[config.mk]
export PLATFORM = sky130hd
export DESIGN_NAME = dense_seq_ctrl
export DESIGN_NICKNAME = d
export VERILOG_FILES = /design/src/rtl/dense_seq_ctrl.sv
export SDC_FILE = /design/constraint.sdc
export NUM_CORES = 2
export LEC_CHECK = 0
export ABC_AREA = 1
export CAP_MARGIN = 20
export CORE_MARGIN = 8
export CORE_UTILIZATION = 46
export CTS_CLUSTER_SIZE = 25
export DETAILED_ROUTE_END_ITERATION = 8
export GPL_TIMING_DRIVEN = 0
export PLACE_DENSITY = 0.67
export RECOVER_POWER = 25
export SYNTH_ARGS = -nofsm -noshare
export SYNTH_HDL_FRONTEND = slang
export SYNTH_SLANG_ARGS = --single-unit
[constraint.sdc]
create_clock -name clk -period 15.41 [get_ports clk]
set_input_delay 1.541 -clock clk [delete_from_list [all_inputs] [get_ports clk]]
set_output_delay 1.541 -clock clk [all_outputs]
set_load 0.03 [all_outputs]
[src/rtl/dense_seq_ctrl.sv]
// rtl/dense_seq_ctrl.sv - time-multiplexed fully-connected layer sequencer sharing one MAC
// Optional macro DENSE_SEQ_RELU_EN: negative neuron results are written as zero.
module dense_seq_ctrl #(
  parameter int N_IN  = 32,
  parameter int N_OUT = 5,
  parameter int WIDTH = 21,
  parameter int NFRAC = 10,
  parameter int ACC_W = 2*WIDTH + $clog2(N_IN) + 1
) (
  input  logic                     clk,
  input  logic                     rst_n,
  input  logic                     in_valid,
  output logic                     in_ready,
  input  logic [N_IN*WIDTH-1:0]    in_data,
  output logic [$clog2(N_IN)-1:0]  w_row,
  output logic [$clog2(N_OUT)-1:0] w_col,
  input  logic [WIDTH-1:0]         w_data,
  input  logic [WIDTH-1:0]         b_data,
  input  logic                     abort,
  output logic                     busy,
  output logic                     out_valid,
  input  logic                     out_ready,
  output logic [N_OUT*WIDTH-1:0]   out_data
);
  localparam int RW = $clog2(N_IN);
  localparam int CW = $clog2(N_OUT);
  localparam logic [RW-1:0] I_LAST = RW'(N_IN - 1);
  localparam logic [CW-1:0] J_LAST = CW'(N_OUT - 1);
  localparam logic signed [ACC_W-1:0] SAT_MAX = {{(ACC_W-WIDTH+1){1'b0}}, {(WIDTH-1){1'b1}}};
  localparam logic signed [ACC_W-1:0] SAT_MIN = {{(ACC_W-WIDTH+1){1'b1}}, {(WIDTH-1){1'b0}}};

  typedef enum logic [1:0] {IDLE, MAC, FIN, OUT} state_t;

  state_t                  state_q, state_d;
  logic                    in_ready_q, in_ready_d;
  logic [RW-1:0]           i_q, i_d;
  logic [CW-1:0]           j_q, j_d;
  logic signed [ACC_W-1:0] acc_q, acc_d;
  logic signed [WIDTH-1:0] x_q [N_IN];
  logic signed [WIDTH-1:0] x_d [N_IN];
  logic signed [WIDTH-1:0] y_q [N_OUT];
  logic signed [WIDTH-1:0] y_d [N_OUT];

  logic signed [WIDTH-1:0]   x_cur;
  logic signed [2*WIDTH-1:0] prod;
  logic signed [ACC_W-1:0]   sum;
  logic signed [ACC_W-1:0]   scaled;
  logic signed [WIDTH-1:0]   res;

  // Datapath: one product per MAC cycle, bias/rescale/saturate in FIN.
  always_comb begin
    x_cur  = x_q[i_q];
    prod   = $signed({{WIDTH{x_cur[WIDTH-1]}}, x_cur}) *
             $signed({{WIDTH{w_data[WIDTH-1]}}, w_data});
    sum    = acc_q + ({{(ACC_W-WIDTH){b_data[WIDTH-1]}}, b_data} <<< NFRAC);
    scaled = sum >>> NFRAC;
    if (scaled > SAT_MAX) begin
      res = SAT_MAX[WIDTH-1:0];
    end else if (scaled < SAT_MIN) begin
      res = SAT_MIN[WIDTH-1:0];
    end else begin
      res = scaled[WIDTH-1:0];
    end
`ifdef DENSE_SEQ_RELU_EN
    if (res[WIDTH-1]) res = '0;
`endif
  end

  always_comb begin
    state_d = state_q;
    i_d     = i_q;
    j_d     = j_q;
    acc_d   = acc_q;
    x_d     = x_q;
    y_d     = y_q;
    case (state_q)
      IDLE: begin
        if (in_valid && in_ready_q) begin
          for (int k = 0; k < N_IN; k++) x_d[k] = in_data[k*WIDTH +: WIDTH];
          acc_d   = '0;
          i_d     = '0;
          j_d     = '0;
          state_d = MAC;
        end
      end
      MAC: begin
        acc_d = acc_q + {{(ACC_W-2*WIDTH){prod[2*WIDTH-1]}}, prod};
        if (i_q == I_LAST) state_d = FIN;
        else               i_d = i_q + 1'b1;
      end
      FIN: begin
        y_d[j_q] = res;
        acc_d    = '0;
        if (j_q == J_LAST) begin
          state_d = OUT;
        end else begin
          j_d     = j_q + 1'b1;
          i_d     = '0;
          state_d = MAC;
        end
      end
      OUT: begin
        if (out_ready) state_d = IDLE;
      end
      default: state_d = IDLE;
    endcase
    // Abort wins over everything, including a pending FIN write or output transfer.
    if (abort && state_q != IDLE) begin
      state_d = IDLE;
      acc_d   = '0;
      i_d     = i_q;
      j_d     = j_q;
      y_d     = y_q;
    end
    in_ready_d = (state_d == IDLE);
  end

  always_ff @(posedge clk or negedge rst_n) begin
    if (!rst_n) begin
      state_q    <= IDLE;
      in_ready_q <= 1'b0;
      i_q        <= '0;
      j_q        <= '0;
      acc_q      <= '0;
      for (int k = 0; k < N_IN; k++)  x_q[k] <= '0;
      for (int k = 0; k < N_OUT; k++) y_q[k] <= '0;
    end else begin
      state_q    <= state_d;
      in_ready_q <= in_ready_d;
      i_q        <= i_d;
      j_q        <= j_d;
      acc_q      <= acc_d;
      x_q        <= x_d;
      y_q        <= y_d;
    end
  end

  always_comb begin
    out_data = '0;
    for (int k = 0; k < N_OUT; k++) out_data[k*WIDTH +: WIDTH] = y_q[k];
  end

  assign in_ready  = in_ready_q;
  assign w_row     = i_q;
  assign w_col     = j_q;
  assign busy      = (state_q != IDLE);
  assign out_valid = (state_q == OUT);

endmodule

==> metrics.txt <==
# TYPE chip_impl_metric gauge
chip_impl_info{name="run_status",value="finished, violations left"} 1
chip_impl_info{name="violated_checks",value="capacitance limit, slew limit"} 1
chip_impl_metric{name="ys_async_sr_fraction",unit="%"} 100
chip_impl_metric{name="synth_area",unit="um^2"} 59500
chip_impl_metric{name="worst_slew_margin_rel",unit="%"} -327
chip_impl_metric{name="layout-drive-gt1-share",unit="%"} 3.04
chip_impl_info{name="ys_dominant_reg_cell",value="sky130_fd_sc_hd__dfrtp_1"} 1
chip_impl_info{name="crit_slowest_cell",value="sky130_fd_sc_hd__fa_1"} 1
chip_impl_metric{name="effective_utilization_at_floorplan",unit="%"} 46.1
chip_impl_metric{name="worstMarginPinSlew",unit="ps"} 6400
chip_impl_metric{name="drc_errors",unit=""} 0
chip_impl_metric{name="postSynthAreaPerCell",unit="um^2"} 7.62
chip_impl_info{name="post-synth-top-count-cell",value="sky130_fd_sc_hd__nand2_1"} 1
chip_impl_info{name="cts_tree",value="built"} 1
chip_impl_info{name="timing.hold.worst.class",value="flip-flop to flip-flop"} 1
chip_impl_metric{name="worstSkewPairLatency",unit="ps"} 720
chip_impl_metric{name="final_critical_path_share_of_the_clock_period",unit="%"} 84.6
chip_impl_metric{name="io_pins",unit=""} 835
chip_impl_info{name="worstSetupEndpointType",value="flip-flop"} 1
chip_impl_metric{name="cap_violations",unit=""} 4
chip_impl_metric{name="hold_buffers",unit=""} 0
chip_impl_metric{name="vias",unit=""} 59500
chip_impl_metric{name="die-area",unit="um^2"} 141000
chip_impl_metric{name="postRouteAntennaNets",unit=""} 0
chip_impl_metric{name="synth_warnings",unit=""} 0
chip_impl_metric{name="post-dp-hpwl",unit="mm"} 246
chip_impl_metric{name="postSynthRegisterBits",unit=""} 836
chip_impl_metric{name="grt_start_max_net_pins",unit=""} 116
chip_impl_metric{name="slowest_delay",unit="ps"} 950
chip_impl_metric{name="grt_antenna_before_repair",unit=""} 42
chip_impl_metric{name="critical_path_arrival",unit="ps"} 13600
chip_impl_metric{name="vias_per_cell",unit=""} 5.62
chip_impl_info{name="root_buffer",value="sky130_fd_sc_hd__clkbuf_16"} 1
chip_impl_metric{name="cts-buffers-inserted",unit=""} 92
chip_impl_metric{name="gr-usage-all-layers",unit="%"} 40.8
chip_impl_metric{name="finClkSkew",unit="ps"} 49.1
chip_impl_info{name="ys_top_cells_by_count",value="sky130_fd_sc_hd__nand2_1, sky130_fd_sc_hd__inv_1, sky130_fd_sc_hd__dfrtp_1, sky130_fd_sc_hd__nor2_1, sky130_fd_sc_hd__fa_1"} 1
chip_impl_metric{name="grt_overflow",unit=""} 0
chip_impl_metric{name="first_pass_iters",unit=""} 7
chip_impl_metric{name="critical_path.max_fanout",unit=""} 10
chip_impl_metric{name="totalNegativeSetupSlack",unit="ps"} 0
chip_impl_metric{name="die_height",unit="um"} 376
chip_impl_metric{name="finish.net_count",unit=""} 10100
chip_impl_metric{name="finalWeightedCongestion",unit=""} 1.07
chip_impl_info{name="worstSetupStartpointType",value="flip-flop"} 1
chip_impl_metric{name="core.rowCount",unit=""} 132
chip_impl_metric{name="port_buffers",unit=""} 826
chip_impl_metric{name="synth_edf_count",unit=""} 0
chip_impl_metric{name="mappedNetlistNets",unit=""} 9195
chip_impl_metric{name="post_synth_num_cell_types",unit=""} 49
chip_impl_metric{name="tritoncts_num_sinks",unit=""} 836
chip_impl_metric{name="clock_tree.htree_level_count",unit=""} 3
chip_impl_metric{name="slew_violations",unit=""} 397
chip_impl_metric{name="grt_pass1_wl",unit="mm"} 417
chip_impl_metric{name="setup_viol",unit=""} 0
chip_impl_info{name="criticalPathCategory",value="flip-flop to flip-flop"} 1
chip_impl_metric{name="core_area",unit="um^2"} 129000
chip_impl_metric{name="worst-endpoint-required",unit="ps"} 15970
chip_impl_metric{name="drt_iter0_markers",unit=""} 7361
chip_impl_metric{name="final-hold-violation-count",unit=""} 0
chip_impl_metric{name="postRouteWirelength",unit="mm"} 295
chip_impl_metric{name="crit_path_time_final",unit="ps"} 13040
chip_impl_metric{name="netlist.area_leader.share",unit="%"} 35.1
chip_impl_metric{name="die-width",unit="um"} 376
chip_impl_info{name="synth_top_cells_by_area",value="sky130_fd_sc_hd__dfrtp_1, sky130_fd_sc_hd__nand2_1, sky130_fd_sc_hd__fa_1"} 1
chip_impl_info{name="timing.critical_path.mode_cell",value="sky130_fd_sc_hd__inv_1"} 1
chip_impl_metric{name="netlist_instances",unit=""} 7816
chip_impl_metric{name="first_global_vias",unit=""} 58800
chip_impl_info{name="unrepaired_setup_endpoints_after_global_routing",value="no"} 1
chip_impl_metric{name="post_cts_buffers",unit=""} 0
chip_impl_metric{name="cts.path.max_buffers",unit=""} 3
chip_impl_metric{name="area_growth",unit="%"} 23.2
chip_impl_metric{name="post_cts_resize_count",unit=""} 0
chip_impl_info{name="synth_largest_area_cell",value="sky130_fd_sc_hd__dfrtp_1"} 1
chip_impl_metric{name="synth.yosys.seq_area_share",unit="%"} 35.1
chip_impl_metric{name="drt-wirelength-per-cell",unit="um"} 27.9
chip_impl_metric{name="max_freq",unit="MHz"} 76.7
chip_impl_metric{name="clk_transition_reported_paths",unit="ps"} 60
[per-layer routing]
layer	wire length, um	part of all wire [%]	vias to the layer above	GRT usage (%)
li1	-	-	26100	-
met1	109000	37	28700	49.8
met2	127000	43	3894	62.4
met3	36200	12	861	14.0
met4	22400	7.6	24	24.7
met5	145	0.049	-	0
[state kept, by name (all words and copies together) (netlist names)]
signal    flops
in_ready      1
state_q       2
w_row         5
x_q         672
w_col         3
acc_q        48
out_data    105
[placed cells by master (no fill, tap or decap), types with 22 or more instances in the layout]
cell | Yosys | final
sky130_fd_sc_hd__xnor2_1 | 25 | 25
sky130_fd_sc_hd__nand3_1 | 150 | 150
sky130_fd_sc_hd__a21oi_1 | 205 | 205
sky130_fd_sc_hd__nand2_1 | 3212 | 3212
sky130_fd_sc_hd__o21ai_0 | 281 | 281
sky130_fd_sc_hd__clkbuf_16 | 0 | 92
sky130_fd_sc_hd__o32ai_1 | 101 | 101
sky130_fd_sc_hd__buf_2 | 73 | 73
sky130_fd_sc_hd__nand2_2 | 23 | 23
sky130_fd_sc_hd__nand4_1 | 24 | 24
sky130_fd_sc_hd__ha_1 | 199 | 199
sky130_fd_sc_hd__dfrtp_1 | 836 | 836
sky130_fd_sc_hd__nor3_1 | 22 | 22
sky130_fd_sc_hd__inv_1 | 846 | 846
sky130_fd_sc_hd__fa_1 | 461 | 461
sky130_fd_sc_hd__nor2_1 | 743 | 743
sky130_fd_sc_hd__mux2i_1 | 67 | 67
sky130_fd_sc_hd__o221ai_1 | 69 | 69
sky130_fd_sc_hd__clkbuf_1 | 274 | 302
sky130_fd_sc_hd__xor2_1 | 50 | 50
sky130_fd_sc_hd__clkdlybuf4s50_1 | 0 | 825
sky130_fd_sc_hd__diode_2 | 0 | 24
[area by class of cell]
class	count	area (um^2)
buffer	367	1500
sequential	836	20900
timing repair buffer	840	8460
clock inverter	34	541
clock buffer	131	2590
fill	12300	55600
multi-input combinational	5756	33900
inverter	857	3220
antenna	24	60.1
tap	1742	2180
[stage by stage]
stage          instances  cell area [um^2]  hold WS [ps]  worst slack [ps]  utilization, %
2_1_floorplan       7816             59500           437              6160               -
5_1_grt            10600             73300           480              2210            56.8
4_1_cts            10600             73300           467              2820            56.8
6_report           10600             73400           469              2370            56.9
3_5_place_dp       10400             70200           453              2790            54.4
3_3_place_gp       10400             70000           448            -25640            54.2
[final timing paths]
path / startpoint / to / slack (ps) / cells after the start
worst min register to register: x_q[197]$_DFFE_PN0P_ / x_q[197]$_DFFE_PN0P_ / 470 / 2
max in group asynchronous: rst_n / out_data[46]$_DFFE_PN0P_ / 5510 / 2
worst max register to register: w_row[1]$_DFFE_PN0P_ / acc_q[39]$_DFFE_PN0P_ / 2370 / 42
min in group asynchronous: rst_n / x_q[493]$_DFFE_PN0P_ / 2180 / 1
worst min-delay path: x_q[197]$_DFFE_PN0P_ / x_q[197]$_DFFE_PN0P_ / 470 / 2
worst max-delay path: w_row[1]$_DFFE_PN0P_ / acc_q[39]$_DFFE_PN0P_ / 2370 / 42
[critical path: cells and delay by family (launching register included)]
| family | cells | cell delay, ps |
|---|---|---|
| AND/OR/NAND/NOR | 11 | 1900 |
| adder cells (fa/ha/maj) | 9 | 4960 |
| AO/OA/AOI/OAI | 9 | 2220 |
| flip-flops | 1 | 820 |
| XOR/XNOR | 1 | 210 |
| buffers and inverters | 12 | 2790 |
[logic make-up after synthesis]
logic type	synth area share, %
muxes	1.13
AOI/OAI and AO/OA	7.82
adders and majority gates	19.7
buffers and inverters	7.92
xor gates and xnor gates	1.10
and+or+nand+nor	27.2
DFF	35.1
Power is left out: the tool's default activity adds up to more than one toggle a clock period on the data nets, which glitch-free logic cannot reach.
